--- config.mk ---
export PLATFORM = sky130hd
export DESIGN_NAME = evt_write_sched_flat
export DESIGN_NICKNAME = d
export VERILOG_FILES = /design/src/rtl/evt_write_sched_if.sv /design/src/rtl/evt_write_sched.sv /design/src/flat_wrapper.sv
export SDC_FILE = /design/constraint.sdc
export NUM_CORES = 1
export LEC_CHECK = 0
export BUFFER_PORTS_ARGS = -buffer_cell sky130_fd_sc_hd__buf_2
export CORE_ASPECT_RATIO = 0.8
export CORE_MARGIN = 10
export CORE_UTILIZATION = 30
export CTS_CLUSTER_DIAMETER = 120
export CTS_CLUSTER_SIZE = 30
export DETAILED_ROUTE_END_ITERATION = 16
export HOLD_SLACK_MARGIN = 0.15
export PLACE_DENSITY = 0.51
export SETUP_SLACK_MARGIN = 0.02
export SLEW_MARGIN = 5
export SYNTH_ARGS = -nofsm -noshare
export SYNTH_HDL_FRONTEND = slang
export SYNTH_SLANG_ARGS = --single-unit
--- constraint.sdc ---
create_clock -name clk -period 2 [get_ports clk]
set_input_delay 0.4 -clock clk [delete_from_list [all_inputs] [get_ports clk]]
set_output_delay 0.4 -clock clk [all_outputs]
set_load 0.05 [all_outputs]
--- src/rtl/evt_write_sched_if.sv ---
// rtl/evt_write_sched_if.sv - request, event and commit signals of the event-scheduled write unit
interface evt_write_sched_if #(
  parameter int WIDTH = 8,
  parameter int CNT_W = 4
);
  logic [1:0]       req_valid;
  logic [1:0]       req_ready;
  logic [WIDTH-1:0] req_data0;
  logic [WIDTH-1:0] req_data1;
  logic [CNT_W-1:0] req_cnt0;
  logic [CNT_W-1:0] req_cnt1;
  logic             evt;
  logic             abort;
  logic [WIDTH-1:0] q;
  logic             q_upd;
  logic [1:0]       done;
  logic             aborted;
  logic             busy;
  logic             grant_id;

  modport master (
    output req_valid, req_data0, req_data1, req_cnt0, req_cnt1, evt, abort,
    input  req_ready, q, q_upd, done, aborted, busy, grant_id
  );

  modport slave (
    input  req_valid, req_data0, req_data1, req_cnt0, req_cnt1, evt, abort,
    output req_ready, q, q_upd, done, aborted, busy, grant_id
  );
endinterface

--- src/rtl/evt_write_sched.sv ---
// rtl/evt_write_sched.sv - two-requester write scheduler committing after N event strobes
// Round-robin accept in IDLE, count events in WAIT, publish the value in COMMIT.
module evt_write_sched #(
  parameter int WIDTH = 8,
  parameter int CNT_W = 4
) (
  input logic          clk,
  input logic          rst_n,
  evt_write_sched_if.slave bus
);
  typedef enum logic [1:0] {IDLE, WAIT, COMMIT} state_t;

  state_t           state;
  logic [WIDTH-1:0] data_r;
  logic [WIDTH-1:0] q_r;
  logic [CNT_W-1:0] remaining;
  logic             last_served;
  logic             grant_r;
  logic             q_upd_r;
  logic [1:0]       done_r;
  logic             aborted_r;
  logic             busy_r;

  logic             pick;
  logic [1:0]       ready;
  logic [WIDTH-1:0] data_sel;
  logic [CNT_W-1:0] cnt_sel;

  // On a tie the requester that was not served last wins.
  always_comb begin
    pick = 1'b0;
    if (bus.req_valid == 2'b11)
      pick = ~last_served;
    else if (bus.req_valid[1])
      pick = 1'b1;
    ready = 2'b00;
    if (rst_n && (state == IDLE) && (|bus.req_valid))
      ready[pick] = 1'b1;
    data_sel = pick ? bus.req_data1 : bus.req_data0;
    cnt_sel  = pick ? bus.req_cnt1  : bus.req_cnt0;
  end

  always_ff @(posedge clk or negedge rst_n) begin
    if (!rst_n) begin
      state       <= IDLE;
      data_r      <= '0;
      q_r         <= '0;
      remaining   <= '0;
      last_served <= 1'b1;
      grant_r     <= 1'b0;
      q_upd_r     <= 1'b0;
      done_r      <= 2'b00;
      aborted_r   <= 1'b0;
      busy_r      <= 1'b0;
    end else begin
      q_upd_r   <= 1'b0;
      done_r    <= 2'b00;
      aborted_r <= 1'b0;
      case (state)
        IDLE: begin
          if (|ready) begin
            grant_r <= pick;
            data_r  <= data_sel;
            busy_r  <= 1'b1;
            if (cnt_sel == '0) begin
              state     <= COMMIT;
              remaining <= '0;
            end else begin
              state     <= WAIT;
              remaining <= cnt_sel;
            end
          end
        end
        WAIT: begin
          // Abort takes priority over a final event arriving in the same cycle.
          if (bus.abort) begin
            state       <= IDLE;
            busy_r      <= 1'b0;
            aborted_r   <= 1'b1;
            last_served <= grant_r;
            remaining   <= '0;
          end else if (bus.evt) begin
            if (remaining == CNT_W'(1)) begin
              state     <= COMMIT;
              remaining <= '0;
            end else begin
              remaining <= remaining - CNT_W'(1);
            end
          end
        end
        COMMIT: begin
          q_r         <= data_r;
          q_upd_r     <= 1'b1;
          done_r      <= grant_r ? 2'b10 : 2'b01;
          last_served <= grant_r;
          state       <= IDLE;
          busy_r      <= 1'b0;
        end
        default: begin
          state  <= IDLE;
          busy_r <= 1'b0;
        end
      endcase
    end
  end

  assign bus.req_ready = ready;
  assign bus.q         = q_r;
  assign bus.q_upd     = q_upd_r;
  assign bus.done      = done_r;
  assign bus.aborted   = aborted_r;
  assign bus.busy      = busy_r;
  assign bus.grant_id  = grant_r;
endmodule

--- src/flat_wrapper.sv ---
// flat-port wrapper written by rule: the top's interface ports become plain ports
module evt_write_sched_flat 
#(
  parameter int WIDTH = 8,
  parameter int CNT_W = 4
)
  (clk, rst_n, bus_req_valid, bus_req_data0, bus_req_data1, bus_req_cnt0, bus_req_cnt1, bus_evt, bus_abort, bus_req_ready, bus_q, bus_q_upd, bus_done, bus_aborted, bus_busy, bus_grant_id);
  evt_write_sched_if #(.WIDTH(WIDTH), .CNT_W(CNT_W)) bus_i ();
  input logic clk;
  input logic rst_n;
  input wire logic [$bits(bus_i.req_valid)-1:0] bus_req_valid;
  input wire logic [$bits(bus_i.req_data0)-1:0] bus_req_data0;
  input wire logic [$bits(bus_i.req_data1)-1:0] bus_req_data1;
  input wire logic [$bits(bus_i.req_cnt0)-1:0] bus_req_cnt0;
  input wire logic [$bits(bus_i.req_cnt1)-1:0] bus_req_cnt1;
  input wire logic [$bits(bus_i.evt)-1:0] bus_evt;
  input wire logic [$bits(bus_i.abort)-1:0] bus_abort;
  output wire logic [$bits(bus_i.req_ready)-1:0] bus_req_ready;
  output wire logic [$bits(bus_i.q)-1:0] bus_q;
  output wire logic [$bits(bus_i.q_upd)-1:0] bus_q_upd;
  output wire logic [$bits(bus_i.done)-1:0] bus_done;
  output wire logic [$bits(bus_i.aborted)-1:0] bus_aborted;
  output wire logic [$bits(bus_i.busy)-1:0] bus_busy;
  output wire logic [$bits(bus_i.grant_id)-1:0] bus_grant_id;
  assign bus_i.req_valid = bus_req_valid;
  assign bus_i.req_data0 = bus_req_data0;
  assign bus_i.req_data1 = bus_req_data1;
  assign bus_i.req_cnt0 = bus_req_cnt0;
  assign bus_i.req_cnt1 = bus_req_cnt1;
  assign bus_i.evt = bus_evt;
  assign bus_i.abort = bus_abort;
  assign bus_req_ready = bus_i.req_ready;
  assign bus_q = bus_i.q;
  assign bus_q_upd = bus_i.q_upd;
  assign bus_done = bus_i.done;
  assign bus_aborted = bus_i.aborted;
  assign bus_busy = bus_i.busy;
  assign bus_grant_id = bus_i.grant_id;
  evt_write_sched #(.WIDTH(WIDTH), .CNT_W(CNT_W)) u_core (.clk(clk), .rst_n(rst_n), .bus(bus_i));
endmodule
# Word-level counts from Yosys, hierarchy flattened
# Index checks and enable logic that the tools add are counted.
[word_totals]
regBits = 29
latchBits = 0
ramBits = 0
romBits = 0
inputBits = 30
output_inout_bits = 16
mem_count = 0
[classes]
n_addsub = 1
mul = 0
div_mod_pow = 0
order_cmp = 2
eq_ne = 8
shift = 0
mux = 29
n_bitwise = 1
n_reduce_logical = 14
[ops]
columns = ["operator", "n"]
rows = [
  ["2-to-1 mux 4 bit", 6],
  ["2-to-1 mux 2 bit", 8],
  ["2-to-1 mux 1 bit", 9],
  ["2-to-1 mux 8 bit", 1],
  ["case mux 4 bit (2 select lines)", 1],
  ["AND reduction 2 bit", 3],
  ["AND reduction 3 bit", 2],
  ["== test 2 bit (second input constant)", 2],
  ["== test 4 x 1 -> 1 bit (second input constant)", 1],
  ["logical NOT 4 bit", 1],
  ["!= test 2 bit (second input constant)", 2],
  ["case mux 1 bit (2 select lines)", 2],
  ["case mux 2 bit (2 select lines)", 1],
  ["nonzero test 2 bit", 2],
  ["OR reduction 2 bit", 2],
  ["subtractor 4 x 1 -> 4 bit (second input constant)", 1],
  ["logical AND 1 bit", 3],
  ["!= test 3 x 2 -> 1 bit (second input constant)", 1],
  ["!= test 3 bit (second input constant)", 1],
  ["== test 2 x 1 -> 1 bit (second input constant)", 1],
  ["logical NOT 2 bit", 1],
  ["less-than comparator 1 x 2 -> 1 bit (second input constant)", 1],
  ["demux 1 bit (select 1 bit)", 1],
  ["greater-or-equal comparator 1 bit (second input constant)", 1],
  ["NOT 1 bit", 1],
]

# Depth between registers and ports, before layout
[logic_depth]
ltp_word = 10
depth_mapped = 5

# Least setup slack after synthesis
# OpenSTA, ideal clock, no wires.
[synth_timing]
path_kind = "register to output"
start = "reg u_core.state[1]"
end = "out bus_req_ready[0]"
arrival_time_ns = 1.528
slack_ns = 0.072
stages_incl_launch_ff = 5
n_path_buf = 1
path_cell_list = "dfrtp_1 nor2_1 nand3_1 buf_2 nor2_1"
[synth_via]
elab_chain_len = 4
[synth_rtl]
columns = ["element", "line", "rtl"]
rows = [
  ["from (decl)", "evt_write_sched.sv:13", "state_t state;"],
  ["from (signal assigned)", "evt_write_sched.sv:45", "state <= IDLE;"],
  ["from (signal assigned)", "evt_write_sched.sv:66", "state <= COMMIT;"],
  ["from (signal assigned)", "evt_write_sched.sv:69", "state <= WAIT;"],
  ["logical NOT 2 bit", "evt_write_sched.sv:37", "if (rst_n && (state == IDLE) && (|bus.req_valid))"],
  ["logical AND 1 bit (2 in series)", "evt_write_sched.sv:37", ""],
  ["2-to-1 mux 2 bit", "evt_write_sched.sv:37", ""],
  ["to (decl)", "flat_wrapper.sv:18", "output wire logic [$bits(bus_i.req_ready)-1:0] bus_req_ready;"],
]
# No other way between the ends.

# Worst setup path in the final report
[layout_timing]
start = "reg u_core.last_served"
end = "out bus_req_ready[1]"
[layout_via]
elab_chain_len = 7
elab_cells_between_ends = 8
classes_between = "order compare (2); mux (4); bitwise (1); reduce/logical (1)"
[layout_rtl]
columns = ["element", "line", "rtl"]
rows = [
  ["from (decl)", "evt_write_sched.sv:17", "logic last_served;"],
  ["from (signal assigned)", "evt_write_sched.sv:80", "last_served <= grant_r;"],
  ["from (signal assigned)", "evt_write_sched.sv:95", "last_served <= grant_r;"],
  ["NOT 1 bit (*)", "evt_write_sched.sv:33", "pick = ~last_served;"],
  ["2-to-1 mux 1 bit (*)", "evt_write_sched.sv:32", "if (bus.req_valid == 2'b11)"],
  ["less-than comparator 1 x 2 -> 1 bit (not written as such) / greater-or-equal comparator 1 bit (equally long branches)", "evt_write_sched.sv:38", "ready[pick] = 1'b1;"],
  ["logical AND 1 bit (not written as such)", "evt_write_sched.sv:38", ""],
  ["2-to-1 mux 1 bit (not written as such)", "evt_write_sched.sv:38", ""],
  ["demux 1 bit (select 1 bit) (*)", "n/a", ""],
  ["2-to-1 mux 2 bit (*)", "evt_write_sched.sv:37", ""],
]
# Mark *: on every way between the ends. The rest lies on a longest branch, timed or not.

==> impl_metrics.tcl <==
set metrics [dict create \
    outcome "completed" \
    first_iter_violations 33 \
    ys_warn_count 0 \
    relSlewSlack 0.788 \
    netlist_area_um2 1380 \
    crit_fanout 8 \
    r2r_slack_ns 0.56 \
    detail-route-antenna-nets 0 \
    r2r-end "u_core.remaining[3]" \
    end_kind "primary output" \
    crit_type "reg2out" \
    clock-skew-final_ns 0.00433 \
    gp_congestion 0.787 \
    final_layout_size_suffix_gt1_frac 0.450 \
    routed_wl_um 3170 \
    finalHoldViolations 0 \
    drc 0 \
    ir_drop_mv 0.636 \
    drv_slew 0 \
    dieWidth_um 95.7 \
    worstMarginPinSlew_ns 0.317 \
    syn_inst 115 \
    ys_types 32 \
    ys_ff_latch 29 \
    drt_pass1_iterations 3 \
    dp_hpwl_um 2560 \
    critPathArrivalTime_ns 1.48 \
    num_vias 1046 \
    die_h_um 80.6 \
    nFillCells 447 \
    antenna_cells 0 \
    syn_area_per_cell_um2 12.0 \
    drv_cap 0 \
    clk_path_buf_depth 2 \
    setup_viol 0 \
    htreeDepth 2 \
    path_depth 3 \
    post-route-min-period_ns 1.88 \
    setup_tns_ns 0 \
    clock_sinks 29 \
    layout.cells.non_filler 226 \
    finalCritPeriodShare 0.940 \
    path_buf_inv 1 \
    powerDensity_nw_per_um2 1340 \
    cpPeakStageDelay_ns 0.38 \
    grt_usage 0.0888 \
    dp_cells 216 \
    hp-class "in2async" \
    cts_root_buf "clkbuf_8" \
    fmax_ghz 0.532 \
    crit_family "flip-flops" \
    area_growth_pct 30.3 \
    start_util 0.319 \
    startpoint "u_core.last_served" \
    critPathRequiredTime_ns 1.60 \
    dieArea_um2 7710 \
    cp_slowest_cell "dfstp_2" \
    cts_tree "yes" \
    grt_setup_unrepaired "false" \
    clk_latency_ns 0.27 \
    io_pins 46 \
    antenna_found_initial 0 \
    core_area_um2 4310 \
    final_net_count 200 \
    grt_pass1_vias 1180 \
    num_rows 21 \
    cts_made_buffers 5 \
    overflow 0 \
    synth_nets 147 \
    leakage_nw 0.919 \
    startpoint_type "flop" \
    r2r-start "u_core.state[1]" \
    r2r_cells 4 \
    vias_per_cell 4.63 \
    seq_area_frac_synth 0.528 \
    grt_first_pass_wirelength_um 5290 \
    path_clk_slew_ns 0.06 \
    path_cells "a21boi_4, and4_2, clkbuf_4" \
    grt_max_degree 23 \
    port_buffers 45 \
    wl_per_cell_um 14.0 \
]
==> per-stage QoR <==
| stage | util | area [um^2] | hold WS (ns) | power (mW) | setup slack, ns |
|---|---|---|---|---|---|
| after floorplan | - | 1380 | 0.104 | 1.66 | 0.0719 |
| after global placement | 0.387 | 1670 | 0.278 | 1.89 | 0.241 |
| after detailed placement | 0.387 | 1670 | 0.288 | 1.91 | 0.225 |
| after CTS | 0.416 | 1790 | 0.181 | 2.45 | 0.0652 |
| after global routing | 0.416 | 1790 | 0.206 | 2.58 | 0.0227 |
| final | 0.416 | 1790 | 0.183 | 2.40 | 0.119 |
==> cells in the final DEF (no fill, tap or decap), types with 2 or more instances in the layout <==
cell | synthesis | layout
buf_4 | 0 | 3
and2_1 | 3 | 3
o21ai_2 | 2 | 2
clkbuf_8 | 0 | 7
nand2_1 | 9 | 9
mux2_2 | 9 | 9
a221o_1 | 2 | 2
o21ai_0 | 8 | 8
o21a_1 | 2 | 2
ha_1 | 2 | 2
inv_1 | 3 | 3
nor4_1 | 3 | 3
buf_2 | 3 | 44
mux2i_1 | 13 | 13
nor2_1 | 6 | 6
dlygate4sd3_1 | 0 | 2
dfrtp_1 | 28 | 28
nand2b_1 | 3 | 3
o221ai_1 | 2 | 2
or2_2 | 2 | 2
==> routing by layer <==
layer	up-vias	global-route usage	part of all wire
met5	-	0	0
met4	0	0.0529	0.024
met3	8	0.0307	0.061
met2	24	0.154	0.51
met1	497	0.0906	0.40
li1	517	-	-
==> logic make-up (layout without fill, tap and decap cells) <==
logic type | after synthesis | after routing | share of synthesized area
flops | 29 | 29 | 0.528
fa+ha+maj | 2 | 2 | 0.0182
buf+inv | 7 | 61 | 0.0273
mux | 22 | 22 | 0.168
simple gates | 33 | 33 | 0.133
compound gates | 22 | 22 | 0.125
==> cells in the mapped netlist <==
| cell | count | area, um^2 |
|---|---|---|
| nor2_1 | 6 | 22.5 |
| nor3_1 | 1 | 5.00 |
| a21o_1 | 1 | 7.51 |
| dfstp_2 | 1 | 26.3 |
| ha_1 | 2 | 25.0 |
| o21a_1 | 2 | 15.0 |
| dfrtp_1 | 28 | 701 |
| nand2b_1 | 3 | 18.8 |
| or2b_2 | 1 | 8.76 |
| a221o_1 | 2 | 20.0 |
| mux2i_1 | 13 | 130 |
| a221oi_1 | 1 | 8.76 |
| and2_1 | 3 | 18.8 |
| o21bai_1 | 1 | 7.51 |
| and2b_2 | 1 | 8.76 |
| nor4_1 | 3 | 18.8 |
| nand2_1 | 9 | 33.8 |
| o21ai_2 | 2 | 17.5 |
| nor2b_1 | 1 | 6.26 |
| or2_2 | 2 | 12.5 |
| buf_2 | 3 | 15.0 |
| a32o_2 | 1 | 11.3 |
| o32ai_1 | 1 | 8.76 |
| buf_6 | 1 | 11.3 |
| o21ai_0 | 8 | 40.0 |
| nand3_1 | 1 | 5.00 |
| inv_1 | 3 | 11.3 |
| a21boi_4 | 1 | 18.8 |
| mux2_2 | 9 | 101 |
| o221ai_1 | 2 | 17.5 |
| and4_2 | 1 | 10.0 |
| nor2b_4 | 1 | 13.8 |
==> registers in the layout, indices dropped and copies added, names as in the netlist <==
signal and cells:
u_core.bus.done 2, u_core.bus.busy 1, u_core.bus.grant_id 1, u_core.bus.aborted 1
u_core.remaining 4, u_core.bus.q 8, u_core.data_r 8, u_core.last_served 1
u_core.state 2, u_core.bus.q_upd 1
==> repair_timing <==
action	4_1_cts	5_1_grt
setup buffers	0	0
hold endpoints to repair	7	0
endpoints found under the setup margin	0	1
gates resized for setup	0	1
hold buffers	2	0
==> power breakdown <==
| part | leakage (nW) | internal, mW | total [mW] | switching, mW |
|---|---|---|---|---|
| combinational | 0.497 | 0.333 | 0.952 | 0.619 |
| clock | 0.0542 | 0.310 | 0.513 | 0.203 |
| sequential | 0.368 | 0.802 | 0.931 | 0.129 |
| total | 0.919 | 1.44 | 2.40 | 0.951 |
==> how the worst max path moves through the flow <==
stage	endpoint	slack, ns
detailed placement	bus_req_ready[1]	0.22
finish	bus_req_ready[1]	0.12
floorplan	bus_req_ready[0]	0.07
global placement	bus_req_ready[1]	0.24
global route	bus_req_ready[1]	0.02
CTS	bus_req_ready[1]	0.07
==> layout make-up <==
type	instances	area, um^2	area share
clock buffers	7	96.3	0.0537
inverters	3	11.3	0.00628
multi-input cells	79	612	0.341
flip-flops and latches	29	727	0.405
repair buffers	50	270	0.151
clock inverters	1	5.00	0.00279
well taps	57	71.3	0.0398
Power figures use the tool's default switching activity.
